## config.mk

```make
export PLATFORM = sky130hd
export DESIGN_NAME = debug_hart_ctrl
export DESIGN_NICKNAME = d
export VERILOG_FILES = /design/src/rtl/debug_pkg.sv /design/src/rtl/debug_hart_fsm.sv /design/src/rtl/debug_hart_ctrl.sv
export SDC_FILE = /design/constraint.sdc
export NUM_CORES = 1
export LEC_CHECK = 0
export ABC_CLOCK_PERIOD_IN_PS = 1900
export CAP_MARGIN = 10
export CORE_ASPECT_RATIO = 0.5
export CORE_MARGIN = 3
export CORE_UTILIZATION = 30
export DETAILED_ROUTE_END_ITERATION = 6
export GPL_TIMING_DRIVEN = 1
export HOLD_SLACK_MARGIN = 0.1
export PLACE_DENSITY_LB_ADDON = 0.05
export SYNTH_ARGS = -nofsm -noshare
export SYNTH_HDL_FRONTEND = slang
export SYNTH_SLANG_ARGS = --single-unit
```

## constraint.sdc

```tcl
create_clock -name clk_i -period 1.9 [get_ports clk_i]
set_input_delay 0.285 -clock clk_i [delete_from_list [all_inputs] [get_ports clk_i]]
set_output_delay 0.285 -clock clk_i [all_outputs]
set_load 0.03 [all_outputs]
```

## src/rtl/debug_pkg.sv

```systemverilog
// Shared types and constants for the multi-hart debug halt/resume controller.
//   hart_state_e        per-hart handshake state
//   DEFAULT_ACK_TIMEOUT default number of cycles to wait for a hart acknowledge
package debug_pkg;

  typedef enum logic [1:0] {
    RUNNING    = 2'd0,
    HALT_REQ   = 2'd1,
    HALTED     = 2'd2,
    RESUME_REQ = 2'd3
  } hart_state_e;

  localparam int DEFAULT_ACK_TIMEOUT = 200;

endpackage

```

## src/rtl/debug_hart_fsm.sv

```systemverilog
// One hart's halt/resume handshake: state register, ack timeout counter,
// sticky resumeack and sticky timeout error.
// Ports:
//   clk_i, rst_i   clock, synchronous active-high reset
//   sel_i          this hart is currently selected
//   haltreq_i      level halt request (global, qualified here by sel_i)
//   resumereq_i    one-cycle resume pulse (global, qualified by sel_i)
//   err_clr_i      clear sticky timeout error
//   dbg_mode_i     hart reports it is in debug mode
//   dbg_irq_o      debug interrupt to the hart (state HALT_REQ)
//   resume_o       resume request to the hart (state RESUME_REQ)
//   resumeack_o    sticky: last resume request was acknowledged
//   tmo_err_o      sticky: an acknowledge timed out
//   state_o        current handshake state (status reduction and debug)
//
// Handshake: the controller raises dbg_irq_o/resume_o the cycle after the
// request is sampled and holds it until the hart answers through dbg_mode_i
// (1 = entered debug, 0 = left debug); the output drops the cycle after.
module debug_hart_fsm
  import debug_pkg::*;
#(
  parameter int TMO_W       = 8,
  parameter int ACK_TIMEOUT = DEFAULT_ACK_TIMEOUT
) (
  input  logic        clk_i,
  input  logic        rst_i,
  input  logic        sel_i,
  input  logic        haltreq_i,
  input  logic        resumereq_i,
  input  logic        err_clr_i,
  input  logic        dbg_mode_i,
  output logic        dbg_irq_o,
  output logic        resume_o,
  output logic        resumeack_o,
  output logic        tmo_err_o,
  output hart_state_e state_o
);

  hart_state_e      r_state;
  logic [TMO_W-1:0] r_cnt;
  logic             r_resumeack;
  logic             r_tmo_err;

  hart_state_e w_next;
  logic        w_halt_req;
  logic        w_resume_req;
  logic        w_tmo_hit;
  logic        w_set_tmo;
  logic        w_set_ack;
  logic        w_clr_ack;

  assign w_halt_req   = sel_i & haltreq_i;
  // A simultaneous halt request wins; the resume pulse is simply lost.
  assign w_resume_req = sel_i & resumereq_i & ~w_halt_req;
  assign w_tmo_hit    = (r_cnt == TMO_W'(ACK_TIMEOUT - 1));

  always_comb begin
    w_next    = r_state;
    w_set_tmo = 1'b0;
    w_set_ack = 1'b0;
    w_clr_ack = 1'b0;
    case (r_state)
      RUNNING: begin
        if (w_halt_req)      w_next = HALT_REQ;
        else if (dbg_mode_i) w_next = HALTED;    // ebreak / single-step entry
      end
      HALT_REQ: begin
        if (dbg_mode_i)      w_next = HALTED;
        else if (!w_halt_req) w_next = RUNNING;  // request withdrawn before ack
        else if (w_tmo_hit) begin
          w_next    = RUNNING;
          w_set_tmo = 1'b1;
        end
      end
      HALTED: begin
        if (w_resume_req) begin
          w_next    = RESUME_REQ;
          w_clr_ack = 1'b1;
        end else if (!dbg_mode_i) begin
          w_next = RUNNING;
        end
      end
      RESUME_REQ: begin
        if (!dbg_mode_i) begin
          w_next    = RUNNING;
          w_set_ack = 1'b1;
        end else if (w_tmo_hit) begin
          w_next    = HALTED;
          w_set_tmo = 1'b1;
        end
      end
      default: w_next = RUNNING;
    endcase
  end

  always_ff @(posedge clk_i) begin
    if (rst_i) begin
      r_state     <= RUNNING;
      r_cnt       <= '0;
      r_resumeack <= 1'b0;
      r_tmo_err   <= 1'b0;
    end else begin
      r_state <= w_next;
      // Counter restarts on every state change and saturates while waiting.
      if (w_next != r_state)
        r_cnt <= '0;
      else if (((r_state == HALT_REQ) || (r_state == RESUME_REQ)) && (r_cnt != '1))
        r_cnt <= r_cnt + 1'b1;
      if (w_set_ack)      r_resumeack <= 1'b1;
      else if (w_clr_ack) r_resumeack <= 1'b0;
      // A new timeout in the same cycle as a clear stays visible.
      if (w_set_tmo)      r_tmo_err <= 1'b1;
      else if (err_clr_i) r_tmo_err <= 1'b0;
    end
  end

  assign dbg_irq_o   = (r_state == HALT_REQ);
  assign resume_o    = (r_state == RESUME_REQ);
  assign resumeack_o = r_resumeack;
  assign tmo_err_o   = r_tmo_err;
  assign state_o     = r_state;

endmodule

```

## src/rtl/debug_hart_ctrl.sv

```systemverilog
// Multi-hart halt/resume controller between the debug-module register file
// and HART_NUM cores. Decodes hart selection (hartsel plus hart-array
// window), runs one debug_hart_fsm per hart and reduces per-hart state into
// dmstatus-style any/all flags.
// Ports:
//   clk_i, rst_i        clock, synchronous active-high reset
//   hartsel_i           selected hart index
//   hasel_i/hawindow_i  additionally select the harts set in the window mask
//   haltreq_i           level halt request to selected harts
//   resumereq_i         one-cycle resume pulse to selected harts
//   err_clr_i           clear all sticky timeout errors
//   dbg_mode_i          per-hart debug-mode acknowledge
//   dbg_irq_o/resume_o  per-hart halt / resume requests
//   any*/all*_o         status over the selected harts
//   nonexistent_o       hartsel_i names no existing hart
//   tmo_err_o           per-hart sticky timeout flags
module debug_hart_ctrl
  import debug_pkg::*;
#(
  parameter int HART_NUM    = 4,
  parameter int HART_ID_W   = 2,
  parameter int TMO_W       = 8,
  parameter int ACK_TIMEOUT = DEFAULT_ACK_TIMEOUT
) (
  input  logic                 clk_i,
  input  logic                 rst_i,
  input  logic [HART_ID_W-1:0] hartsel_i,
  input  logic                 hasel_i,
  input  logic [HART_NUM-1:0]  hawindow_i,
  input  logic                 haltreq_i,
  input  logic                 resumereq_i,
  input  logic                 err_clr_i,
  input  logic [HART_NUM-1:0]  dbg_mode_i,
  output logic [HART_NUM-1:0]  dbg_irq_o,
  output logic [HART_NUM-1:0]  resume_o,
  output logic                 anyhalted_o,
  output logic                 allhalted_o,
  output logic                 anyrunning_o,
  output logic                 allrunning_o,
  output logic                 anyresumeack_o,
  output logic                 allresumeack_o,
  output logic                 nonexistent_o,
  output logic [HART_NUM-1:0]  tmo_err_o
);

  logic [HART_NUM-1:0] w_sel;
  logic [HART_NUM-1:0] w_halted;
  logic [HART_NUM-1:0] w_running;
  logic [HART_NUM-1:0] w_resumeack;
  hart_state_e         w_state [HART_NUM];
  logic                w_any_sel;
  logic                w_en;

  for (genvar h = 0; h < HART_NUM; h++) begin : g_hart
    // Out-of-range hartsel values never match any h, so they select nothing.
    assign w_sel[h] = (hartsel_i == HART_ID_W'(h)) | (hasel_i & hawindow_i[h]);

    debug_hart_fsm #(
      .TMO_W       (TMO_W),
      .ACK_TIMEOUT (ACK_TIMEOUT)
    ) u_fsm (
      .clk_i       (clk_i),
      .rst_i       (rst_i),
      .sel_i       (w_sel[h]),
      .haltreq_i   (haltreq_i),
      .resumereq_i (resumereq_i),
      .err_clr_i   (err_clr_i),
      .dbg_mode_i  (dbg_mode_i[h]),
      .dbg_irq_o   (dbg_irq_o[h]),
      .resume_o    (resume_o[h]),
      .resumeack_o (w_resumeack[h]),
      .tmo_err_o   (tmo_err_o[h]),
      .state_o     (w_state[h])
    );

    assign w_halted[h]  = (w_state[h] == HALTED);
    assign w_running[h] = (w_state[h] == RUNNING);
  end

  // Status flags read as 0 while reset is asserted.
  assign w_en      = ~rst_i;
  assign w_any_sel = |w_sel;

  assign anyhalted_o    = w_en & |(w_sel & w_halted);
  assign allhalted_o    = w_en & w_any_sel & ((w_sel & ~w_halted) == '0);
  assign anyrunning_o   = w_en & |(w_sel & w_running);
  assign allrunning_o   = w_en & w_any_sel & ((w_sel & ~w_running) == '0);
  assign anyresumeack_o = w_en & |(w_sel & w_resumeack);
  assign allresumeack_o = w_en & w_any_sel & ((w_sel & ~w_resumeack) == '0);
  assign nonexistent_o  = w_en & ({1'b0, hartsel_i} >= (HART_ID_W + 1)'(HART_NUM));

endmodule

```

# == After elaboration in Yosys (flattened, before gate mapping) ==
# Index checks and enable logic that the tools add are counted.
# totals
rom_bits,0
n_memories,0
ram_bits,0
regBits,48
word_cells,209
out_inout_bits,19
latchBits,0
# op_classes
n_lt_le_gt_ge,0
n_reduce_logical,32
n_eq_ne,27
n_addsub,4
bitwise,41
mux,89
n_mul,0
div,0
n_shift,0
# op_table
cell,count
$mux W2,36
$mux W1,45
$add A8 B1 Y8 const B,4
$eq A8 B8 Y1 const B,4
$ne A8 B8 Y1 const B,4
$pmux W2 S4,4
$and A4 B4 Y4,6
$and A1 B1 Y1,23
$eq A2 B2 Y1 const B,10
$reduce_bool A2 Y1,8
$reduce_or A4 Y1,4
$logic_not A4 Y1,3
$not A4 Y4,3
$eq A2 B1 Y1 const B,5
$logic_not A2 Y1,5
$ne A2 B2 Y1,4
$pmux W1 S2,4
$reduce_or A2 Y1,4
$not A1 Y1,5
$logic_and A1 B1 Y1,4
$logic_or A1 B1 Y1,4
$or A1 B1 Y1,4

# == Depth between registers and ports, before layout ==
# Gate-level depths: netlist (run 1).
# depth
ltp_word,9
depth_mapped,6

# == By module ==
# A second synthesis (run 1) with hierarchy kept.
# unflattened
hier_cells,350
area_unflattened_um2,2882.8
# by_module_without_submodules
mod,cells_per_inst,area_each_um2,n_inst
debug_hart_fsm (g_hart[0].u_fsm ...),78,661.9,3
debug_hart_fsm (g_hart[3].u_fsm),77,659.4,1
debug_hart_ctrl,39,237.7,1

# == Least setup slack after synthesis (run 1) ==
# OpenSTA, ideal clock, no wires.
# synth_path
path_type,reg-to-output
startpoint,register g_hart[3].u_fsm.r_state[1]
endpoint,output allhalted_o
n_path_buf,1
t_arrival_ns,1.816
slack_ns,-0.201
path_stages_with_launch,6
path_cell_list,dfxtp_1 -> clkbuf_1 -> inv_1 -> o21ai_0 -> o21ai_0 -> nor4_1
# synth_between
elab_chain_cells,5
# synth_rtl
item,line_no,text
from (decl),debug_hart_fsm.sv:39,hart_state_e r_state;
from (signal assigned),debug_hart_fsm.sv:103,r_state <= w_next;
$eq A2 B2 Y1,debug_hart_ctrl.sv:76,assign w_halted[h] = (w_state[h] == HALTED);
$not A4 Y4,debug_hart_ctrl.sv:85,assign allhalted_o = w_en & w_any_sel & ((w_sel & ~w_halted) == '0);
$and A4 B4 Y4,debug_hart_ctrl.sv:85,
$logic_not A4 Y1,debug_hart_ctrl.sv:85,
$and A1 B1 Y1,debug_hart_ctrl.sv:85,
to (decl),debug_hart_ctrl.sv:37,"output logic allhalted_o,"
# Every way passes these cells.

# == Worst setup path after layout (run 1) ==
# layout_path
startpoint,input hawindow_i[2]
endpoint,output anyrunning_o
# layout_between
elab_chain_cells,5
# layout_rtl
item,line_no,text
from (decl),debug_hart_ctrl.sv:29,"input logic [HART_NUM-1:0] hawindow_i,"
$and A1 B1 Y1,debug_hart_ctrl.sv:56,assign w_sel[h] = (hartsel_i == HART_ID_W'(h)) | (hasel_i & hawindow_i[h]);
$or A1 B1 Y1,debug_hart_ctrl.sv:56,
$and A4 B4 Y4,debug_hart_ctrl.sv:86,assign anyrunning_o = w_en & |(w_sel & w_running);
$reduce_or A4 Y1,debug_hart_ctrl.sv:86,
$and A1 B1 Y1,debug_hart_ctrl.sv:86,
to (decl),debug_hart_ctrl.sv:38,"output logic anyrunning_o,"
# Every way passes these cells.

==> flow_results.org, run 1 <==
** Status
- The run finished with clean final reports.

** Power
- Dividing total power by cell area gives a power density of 619 mW/mm^2.
- The internal power of the cells totals 1.77 mW.
- Switching pwr :: 657 uW
- Switching share of total power :: 0.271
- The share of total power dissipated in combinational logic is 0.202.
- The share of total power dissipated in the clock network is 0.373.
- Leak Pwr :: 1.50 nW
- The share of total power dissipated in sequential elements is 0.426.
- Worst-case vdd ir drop :: 0.368 mV

** Synth
- Fraction of post-synthesis cell area in the top cell type by area :: 0.325
- The portion of synthesized area spent on multiplexers is 0.00678.
- Synthesized netlist cell count :: 374
- Synth Flop Type :: sky130_fd_sc_hd__dfxtp_1
- Of the total synthesized cell area, the portion taken by full adders, half adders and majority gates is 0.0169.
- Counting flops with an async set or reset pin after synthesis yields a share of 0.
- Post-synth EDFFs :: 0
- During synthesis, Yosys emitted a total of 0 warnings.
- Syn nets :: roughly 390
- The share of the Yosys chip area taken by registers is 0.325.
- Number of distinct library cells after synthesis :: between 60 and 70
- The synthesized design contains 48 register bits.
- Of the total synthesized cell area, the portion taken by AND, OR, NAND and NOR gates is 0.298.
- Yosys attributes the largest share of cell area to sky130_fd_sc_hd__dfxtp_1 33%, sky130_fd_sc_hd__nor2_1 6.1%, sky130_fd_sc_hd__a21oi_1 4.9%.
- Post-synth top area cell :: sky130_fd_sc_hd__dfxtp_1
- A synthesized cell averages ~8 sq um.
- Total standard cell area after synthesis :: 0.00295 sq mm
- After synthesis, the largest family of logic cells by area is simple AND/OR/NAND/NOR gates.
- The fraction of the mapped netlist area in compound gates came to 0.239.
- Of the total synthesized cell area, the portion taken by XOR and XNOR cells is 0.0415.

** Routing
- The routed design has 7.76 mm of wire.
- In this run the remaining antenna-violating nets after routing total 0.
- In the routed layout, each cell is associated on average with a via count of 4.94.
- After detailed routing, the average wire length per cell comes to 13.6 microns.
- Summing over every cut layer, the via total after detailed routing is approximately 2800.
- Number of remaining DRC errors :: 0
- Initial drt markers :: 81
- The first detailed-routing pass ran for 5 iterations.

** Floorplanning
- Measured along the y axis, the die boundary spans between 70 and 80 microns.
- In this run the core area contains 24 standard-cell rows.
- From left edge to right edge, the die measures 146 microns.
- For this configuration, the core starts out at a cell density of 0.323.
- Count of pins on the block boundary :: 35
- Full die area :: 0.0111 sq mm
- Core footprint :: 0.00913 sq mm

** Clock tree
- Clock-pin slew was measured on the worst setup and hold paths at 0.07 ns.
- The clock net in this run drives a total of 48 sinks.
- At the later pin of the worst-skew pair, clock insertion delay measures between 0.2 and 0.3 ns.
- CTS built an H-tree with a depth of 2.
- TritonCTS clock tree :: built
- Clock tree root buffer cell :: sky130_fd_sc_hd__clkbuf_16
- Number of clock buffers inserted by TritonCTS :: 5
- Buffers added to address setup during post-CTS repair amount to 0.
- Max clock buf depth :: 2
- After clock tree synthesis, the flow added hold-fix buffers numbering 0.

** Global route
- The first global-routing pass estimated 12.8 mm of wire.
- The number of global-route vias before repair was approximately 2700.
- After global routing the overflow that remains totals 0.
- Across every metal layer, demand over resource in global routing totals 0.138.
- Pin count of the biggest net entering global routing :: 22
- The number of antenna violations at the first check in global routing is 0.

** Final layout
- Final non-filler cell area :: 0.00392 sq mm
- Of the cells placed in the final design, the portion with a size suffix greater than 1 is 0.231.
- The repair_antennas step left the layout with diodes totalling 0.
- Commonest non-fill, non-tap cells in the layout :: 56 x sky130_fd_sc_hd__buf_4, 47 x sky130_fd_sc_hd__nor2_1, 47 x sky130_fd_sc_hd__dfxtp_1
- The library cell used most frequently in the layout, excluding fill and tap cells, is sky130_fd_sc_hd__buf_4.
- The net count of the finished layout is 460.
- P&R area growth vs syn :: 32.7%

** Timing
- Setup repair after global routing could not meet its margin everywhere.
- Final setup vio count :: 0
- At the pin with the least slew margin, the transition time is 0.494 ns.
- The number of pins with negative max-slew slack in the final report is 0.
- Final setup margin :: 0.0340 ns
- On the final layout, the worst clock skew is 0.00561 ns.
- Fraction of the cycle the final worst path needs :: 0.982
- Min Tclk post-route :: 1.87 ns
- Setup Total Neg Slack :: 0 ns
- Headroom to the max-slew limit came out at 0.667.
- The number of hold violations in the final report is 0.
- Static timing analysis puts the maximum clock frequency at about 0.54 GHz.

** Critical path
- Type of the worst setup path :: primary input to primary output
- Element type at the critical path start :: primary input
- Worst flop-to-flop path startpoint :: g_hart[0].u_fsm.r_cnt[0]
- Required time worst endpoint :: 1.62 ns
- Worst setup EP type :: primary output
- Crit. Startpoint :: hawindow_i[2]
- Capture instance of the worst register-to-register path :: g_hart[0].u_fsm.r_cnt[2]
- Measured in cells, the most critical reg-to-reg path has a length of 6.
- Data on the critical path arrives at its endpoint at 1.58 ns.
- Flop-to-flop setup slack :: between 0.15 and 0.2 ns
- End of the critical path :: anyrunning_o
- In this run the worst path has a maximum fanout of 6.

** Placement
- Port-buffer cells :: 33
- Detailed placement finished with a half-perimeter wire length of 5.93 mm.
- Setup slack at placement :: -0.367 ns
- Final GP Congestion :: 0.834
- Area post-placement :: 0.00368 sq mm

** Min path
- Tightest Hold Check Type :: flop to flop

** Job
- Maximum capacitance violations :: 0
critical path, stage by stage:
cell and delay, ns:
sky130_fd_sc_hd__clkdlybuf4s50_1 0.48, sky130_fd_sc_hd__nand2_1 0.08, sky130_fd_sc_hd__o21a_4 0.15, sky130_fd_sc_hd__o32ai_2 0.24
sky130_fd_sc_hd__nor3_1 0.08, sky130_fd_sc_hd__nor2_1 0.10, sky130_fd_sc_hd__buf_4 0.17
cell usage after synthesis (3+ instances only):
master                     number
sky130_fd_sc_hd__a211oi_2       3
sky130_fd_sc_hd__a31oi_1        3
sky130_fd_sc_hd__nor2_1        48
sky130_fd_sc_hd__nand3_1       14
sky130_fd_sc_hd__dfxtp_1       48
sky130_fd_sc_hd__and4_1         5
sky130_fd_sc_hd__and3_1         9
sky130_fd_sc_hd__nand2b_1       3
sky130_fd_sc_hd__inv_1         11
sky130_fd_sc_hd__xnor2_1        7
sky130_fd_sc_hd__xor2_1         7
sky130_fd_sc_hd__clkbuf_1      10
sky130_fd_sc_hd__nand2_1       36
sky130_fd_sc_hd__a22oi_1        7
sky130_fd_sc_hd__nor2b_1        9
sky130_fd_sc_hd__o22ai_1        4
sky130_fd_sc_hd__nor3_1        13
sky130_fd_sc_hd__nor4_1         3
sky130_fd_sc_hd__buf_4         14
sky130_fd_sc_hd__nand4_1       10
sky130_fd_sc_hd__ha_1           4
sky130_fd_sc_hd__o21ai_0       21
sky130_fd_sc_hd__a21oi_1       29
sky130_fd_sc_hd__and2_1         7
through the flow:
step	hold slack, ns	util	cells	power (mW)
after global placement	0.461	0.404	563	1.52
after CTS	0.482	0.423	571	2.46
after floorplan	0.437	-	374	1.31
after detailed placement	0.473	0.404	563	1.52
final	0.483	0.429	571	2.43
after global routing	0.519	0.429	571	2.56
repair_timing:
item | 4_1_cts | 5_1_grt
setup endpoints to repair | 12 | 16
gates cloned | 0 | 0
pin swaps | 4 | 4
gates resized for setup | 21 | 16
flip-flops by register name (all words and copies together), names as in the netlist:
register	cells
g_hart.u_fsm.resumeack_o	4
g_hart.u_fsm.state_o	8
g_hart.u_fsm.r_cnt	32
g_hart.u_fsm.tmo_err_o	4
final cells by class:
| cell class | instances | area, sq um |
|---|---|---|
| Fill cell | 967 | 5210 |
| Sequential cell | 48 | 962 |
| Multi-Input combinational cell | 287 | 1880 |
| Clock buffer | 8 | 146 |
| Inverter | 12 | 45.0 |
| Timing Repair Buffer | 86 | 724 |
| Tap cell | 130 | 163 |
power groups by stage:
stage | registers [mW] | logic (mW) | clock network, mW
global route | 1.03 | 0.532 | 0.992
floorplan | 1.05 | 0.260 | 0
global placement | 1.05 | 0.465 | 0
finish | 1.03 | 0.489 | 0.904
CTS | 1.03 | 0.478 | 0.946
detailed placement | 1.06 | 0.466 | 0
kinds of logic after synthesis:
group | after synthesis
AND/OR/NAND/NOR | 169
AO/OA/AOI/OAI | 97
flip-flops | 48
buffers and inverters | 39
XOR/XNOR | 14
adder cells (fa/ha/maj) | 4
multiplexers | 2
other | 1
worst min-delay path by stage:
stage | start | endpoint | slack [ns] | depth (start not counted)
finish | g_hart[2].u_fsm.r_cnt[1] | g_hart[2].u_fsm.r_cnt[1] | 0.48 | 2
global route | g_hart[1].u_fsm.r_cnt[1] | g_hart[1].u_fsm.r_cnt[1] | 0.52 | 2
CTS | g_hart[2].u_fsm.r_cnt[1] | g_hart[2].u_fsm.r_cnt[1] | 0.48 | 2
detailed placement | g_hart[2].u_fsm.r_cnt[1] | g_hart[2].u_fsm.r_cnt[1] | 0.47 | 2
global placement | g_hart[3].u_fsm.r_cnt[1] | g_hart[3].u_fsm.r_cnt[1] | 0.46 | 2
floorplan | dbg_mode_i[2] | g_hart[2].u_fsm.state_o[1] | 0.44 | 2
metal layers:
| layer | share of wire | global-route usage | up-vias | wire length, microns |
|---|---|---|---|---|
| met1 | 0.50 | 0.186 | 1320 | 3910 |
| met3 | 0.025 | 0.0357 | 4 | 195 |
| li1 | - | - | 1469 | - |
| met2 | 0.47 | 0.230 | 30 | 3620 |
| met5 | 0 | 0 | - | 0 |
| met4 | 0.0046 | 0.0197 | 0 | 36 |
Power figures use the tool's default switching activity.
==> run 2, diff against run 1 <==
--- a/config.mk
+++ b/config.mk
@@ -5,11 +5,11 @@
 export SDC_FILE = /design/constraint.sdc
 export NUM_CORES = 1
 export LEC_CHECK = 0
-export ABC_CLOCK_PERIOD_IN_PS = 1900
+export ABC_CLOCK_PERIOD_IN_PS = 1800
 export CAP_MARGIN = 10
 export CORE_ASPECT_RATIO = 0.5
 export CORE_MARGIN = 3
-export CORE_UTILIZATION = 30
+export CORE_UTILIZATION = 56
 export DETAILED_ROUTE_END_ITERATION = 6
 export GPL_TIMING_DRIVEN = 1
 export HOLD_SLACK_MARGIN = 0.1
==> constraint.sdc (replaced) <==
create_clock -name clk_i -period 1.8 [get_ports clk_i]
set_input_delay 0.27 -clock clk_i [delete_from_list [all_inputs] [get_ports clk_i]]
set_output_delay 0.27 -clock clk_i [all_outputs]
set_load 0.03 [all_outputs]
==> flow_results.org, run 2 (synthesis gave the netlist of run 1 again) <==
** Status
- Outcome :: completed

** Power
- The total leakage power is 1.51 nW (+0.94%).
- Power density over cell area :: 622 mW/mm^2 (+0.43%)
- Total Power :: 2.44 mW (+0.46%)
- The worst voltage drop across the vdd grid is 0.623 mV (+70%).

** Routing
- The DRC violation total after the first TritonRoute iteration was 279 (+240%).
- Number of detailed-route iterations in the first pass :: 5 (unchanged)
- The number of routed nets with antenna violations came to 0 (unchanged).
- Number of remaining DRC errors :: 0 (unchanged)
- Final WL :: 8.05 mm (+3.7%)
- Vias per cell :: 5.95 (+20%)
- Post-DR wirelength/cell :: 15.9 microns (+17%)
- Total via count in the routed design :: 3012 (+6.7%)

** Critical path
- Required time worst endpoint :: 1.53 ns (-0.09 ns)
- The arrival time at the worst endpoint was 1.52 ns (-0.06 ns).
- The buffer and inverter count on the worst path was 1 (-1).
- The worst register-to-register path ends at g_hart[3].u_fsm.r_cnt[7].
- Cell family contributing the most delay on the critical path :: simple AND/OR/NAND/NOR gates
- Cell-by-cell listing of the critical path :: nor2b_4, o21ai_2, nor4_2, buf_4
- Element type at the critical path start :: flop
- The setup slack on the worst flop-to-flop path is 0.11 ns (-0.07 ns).
- Critical-path cell with the highest stage delay :: sky130_fd_sc_hd__dfxtp_2
- Depth of the worst register-to-register path :: 5 (-1)
- The top fanout value on the critical path was 7 (+1).
- The highest cell delay on the worst timing path is 0.39 ns (-0.09 ns).
- The critical path is of the flop to primary output type.
- Worst setup EP type :: primary output
- The worst register-to-register path begins at g_hart[3].u_fsm.r_cnt[0].

** Floorplanning
- Full die area :: 0.00623 sq mm (-44%)
- The initial cell density of the core is 0.625 (+0.302).
- Count of pins on the block boundary :: 35 (unchanged)
- The die width was 109 microns (-26%).
- The number of cell rows came to 17 (-29%).
- Die extent in y :: 57.3 microns (-25%)
- Core footprint :: 0.00472 sq mm (-48%)

** Placement
- The post-place instance area came to 0.00357 sq mm (-3.1%).
- Final GP Congestion :: 0.904 (+8.4%)
- Setup slack at placement :: -0.381 ns (-0.0142 ns)
- The cell count after placement is 495 (-12%).
- The number of input and output port buffers inserted was 33 (unchanged).
- The estimated wirelength of the detail-placed design was 5.67 mm (-4.4%).

** Final layout
- The number of inserted diodes came to 0 (unchanged).
- Commonest non-fill, non-tap cells in the layout :: 57 x sky130_fd_sc_hd__buf_4, 47 x sky130_fd_sc_hd__nor2_1, 41 x sky130_fd_sc_hd__dfxtp_1
- Post-Route Utilization :: 0.830 (+0.401)
- Count of fill cells added during filler insertion :: 312 (-68%)
- Share of final-layout standard cells stronger than drive strength 1 :: 0.298 (+0.0664)
- The final cell count without fillers came to 506 (-11%).
- Total area of sequential cells :: 972 sq um (+1.0%)
- # nets final :: 459 (-0.22%)
- More flip-flops sit in one register than any other, and that register is g_hart.u_fsm.r_cnt.
- The flip-flop count of the largest register, all copies and words added was 32 (unchanged).
- The area of the multi-input gates came to 0.00200 sq mm (+6.6%).
- The growth of design area from synthesis to finish is 32.7% (about the same).
- Final non-filler cell area :: 0.00392 sq mm (about the same)
- Leaving out fill and tap cells, the most frequent cell in the layout is sky130_fd_sc_hd__buf_4.

** Global route
- The first-pass GRT wire length is 13.1 mm (+2.0%).
- The number of global-route vias before repair came to 2878 (+8.2%).
- Remaining global-route overflow :: 0 (unchanged)
- The overall fraction of global-route tracks in use came to 0.262 (+0.123).
- Pin count of the biggest net entering global routing :: 22 (unchanged)
- The number of antenna violations at the first check in global routing is 0 (unchanged).

** Timing
- Final setup vio count :: 0 (unchanged)
- The number of hold violations in the final report is 0 (unchanged).
- Min Tclk post-route :: 1.79 ns
- Maximum frequency from static timing analysis :: ~0.56 GHz
- Of the available clock period, the critical path in the final layout requires 0.993.
- Unrepaired setup endpoints after global routing :: true
- Number of max-slew violations in the final report :: 0 (unchanged)
- The final worst slack is 0.0122 ns (-0.0217 ns).
- The worst clock skew is 0.00644 ns (+0.000836 ns).

** Clock tree
- The total clock buffers created by CTS was 5 (unchanged).
- Number of hold buffers added after CTS :: 0 (unchanged)
- Maximum level of the CTS H-tree :: 2 (unchanged)
- Total clock sinks :: 48 (unchanged)
- TritonCTS built the clock tree.
- Clock tree root buffer cell :: sky130_fd_sc_hd__clkbuf_8
- Clock latency on the worst-skew pair :: 0.31 ns (+0.03 ns)
- The clock-pin slew reported for the worst setup and hold paths after clock tree synthesis came to 0.09 ns (+0.02 ns).
- The buffer depth of the longest clock path was 2 (unchanged).

** Job
- Maximum capacitance violations :: 0 (unchanged)

** Min path
- Worst min-delay path endpoint :: g_hart[3].u_fsm.r_cnt[1]
- In this run the worst hold path is classified as flop to flop.
- The cell depth of the worst hold path was 2 (unchanged).
- The startpoint identified for the worst hold timing path is g_hart[3].u_fsm.r_cnt[1].
==> run 2: worst min-delay path: stages (launching register included) <==
cell and delay (ns):
sky130_fd_sc_hd__dfxtp_1 0.33, sky130_fd_sc_hd__nand2_1 0.06, sky130_fd_sc_hd__a21oi_1 0.05
==> run 2: area by class of cell <==
cell class                 count  area share
timing repair buffer          85       0.181
clock inverter                 2     0.00894
tap                           66      0.0211
clock buffer                   6      0.0185
multi-input combinational    287       0.511
inverter                      12      0.0115
sequential                    48       0.248
==> run 2: timing repair <==
action                                  CTS  global route
endpoints found under the setup margin   18            26
gates resized for setup                  27            52
setup buffers                             0             3
pin swaps                                 5            13
==> run 2: stage by stage <==
| step | TNS, ns | hold slack [ns] |
|---|---|---|
| final | 0 | 0.476 |
| after CTS | -0.0383 | 0.480 |
| after global routing | -0.0578 | 0.505 |
| after global placement | -8.05 | 0.456 |
| after floorplan | 0 | 0.422 |
| after detailed placement | -9.48 | 0.468 |
==> run 2: worst max path at each step <==
stage	from	cells past startpoint	slack (ns)	endpoint
6_report	g_hart[2].u_fsm.state_o[0]	4	0.01	allhalted_o
5_1_grt	g_hart[0].u_fsm.state_o[0]	5	-0.03	allrunning_o
4_1_cts	hawindow_i[1]	6	-0.04	allhalted_o
3_5_place_dp	hartsel_i[0]	6	-0.38	allhalted_o
3_3_place_gp	hartsel_i[0]	7	-0.33	anyrunning_o
2_1_floorplan	g_hart[3].u_fsm.state_o[1]	5	0.03	allhalted_o
==> run 2: metal layers <==
layer,vias up,share of wire,track usage
li1,1478,-,-
met1,1430,0.45,0.331
met2,82,0.49,0.452
met3,22,0.047,0.0644
met4,0,0.014,0.0647
met5,-,0,0
==> run 2: power breakdown <==
part	internal, mW	switching [mW]	total, mW
Clock	0.413	0.378	0.790
Combinational	0.249	0.304	0.553
Sequential	1.08	0.0176	1.09
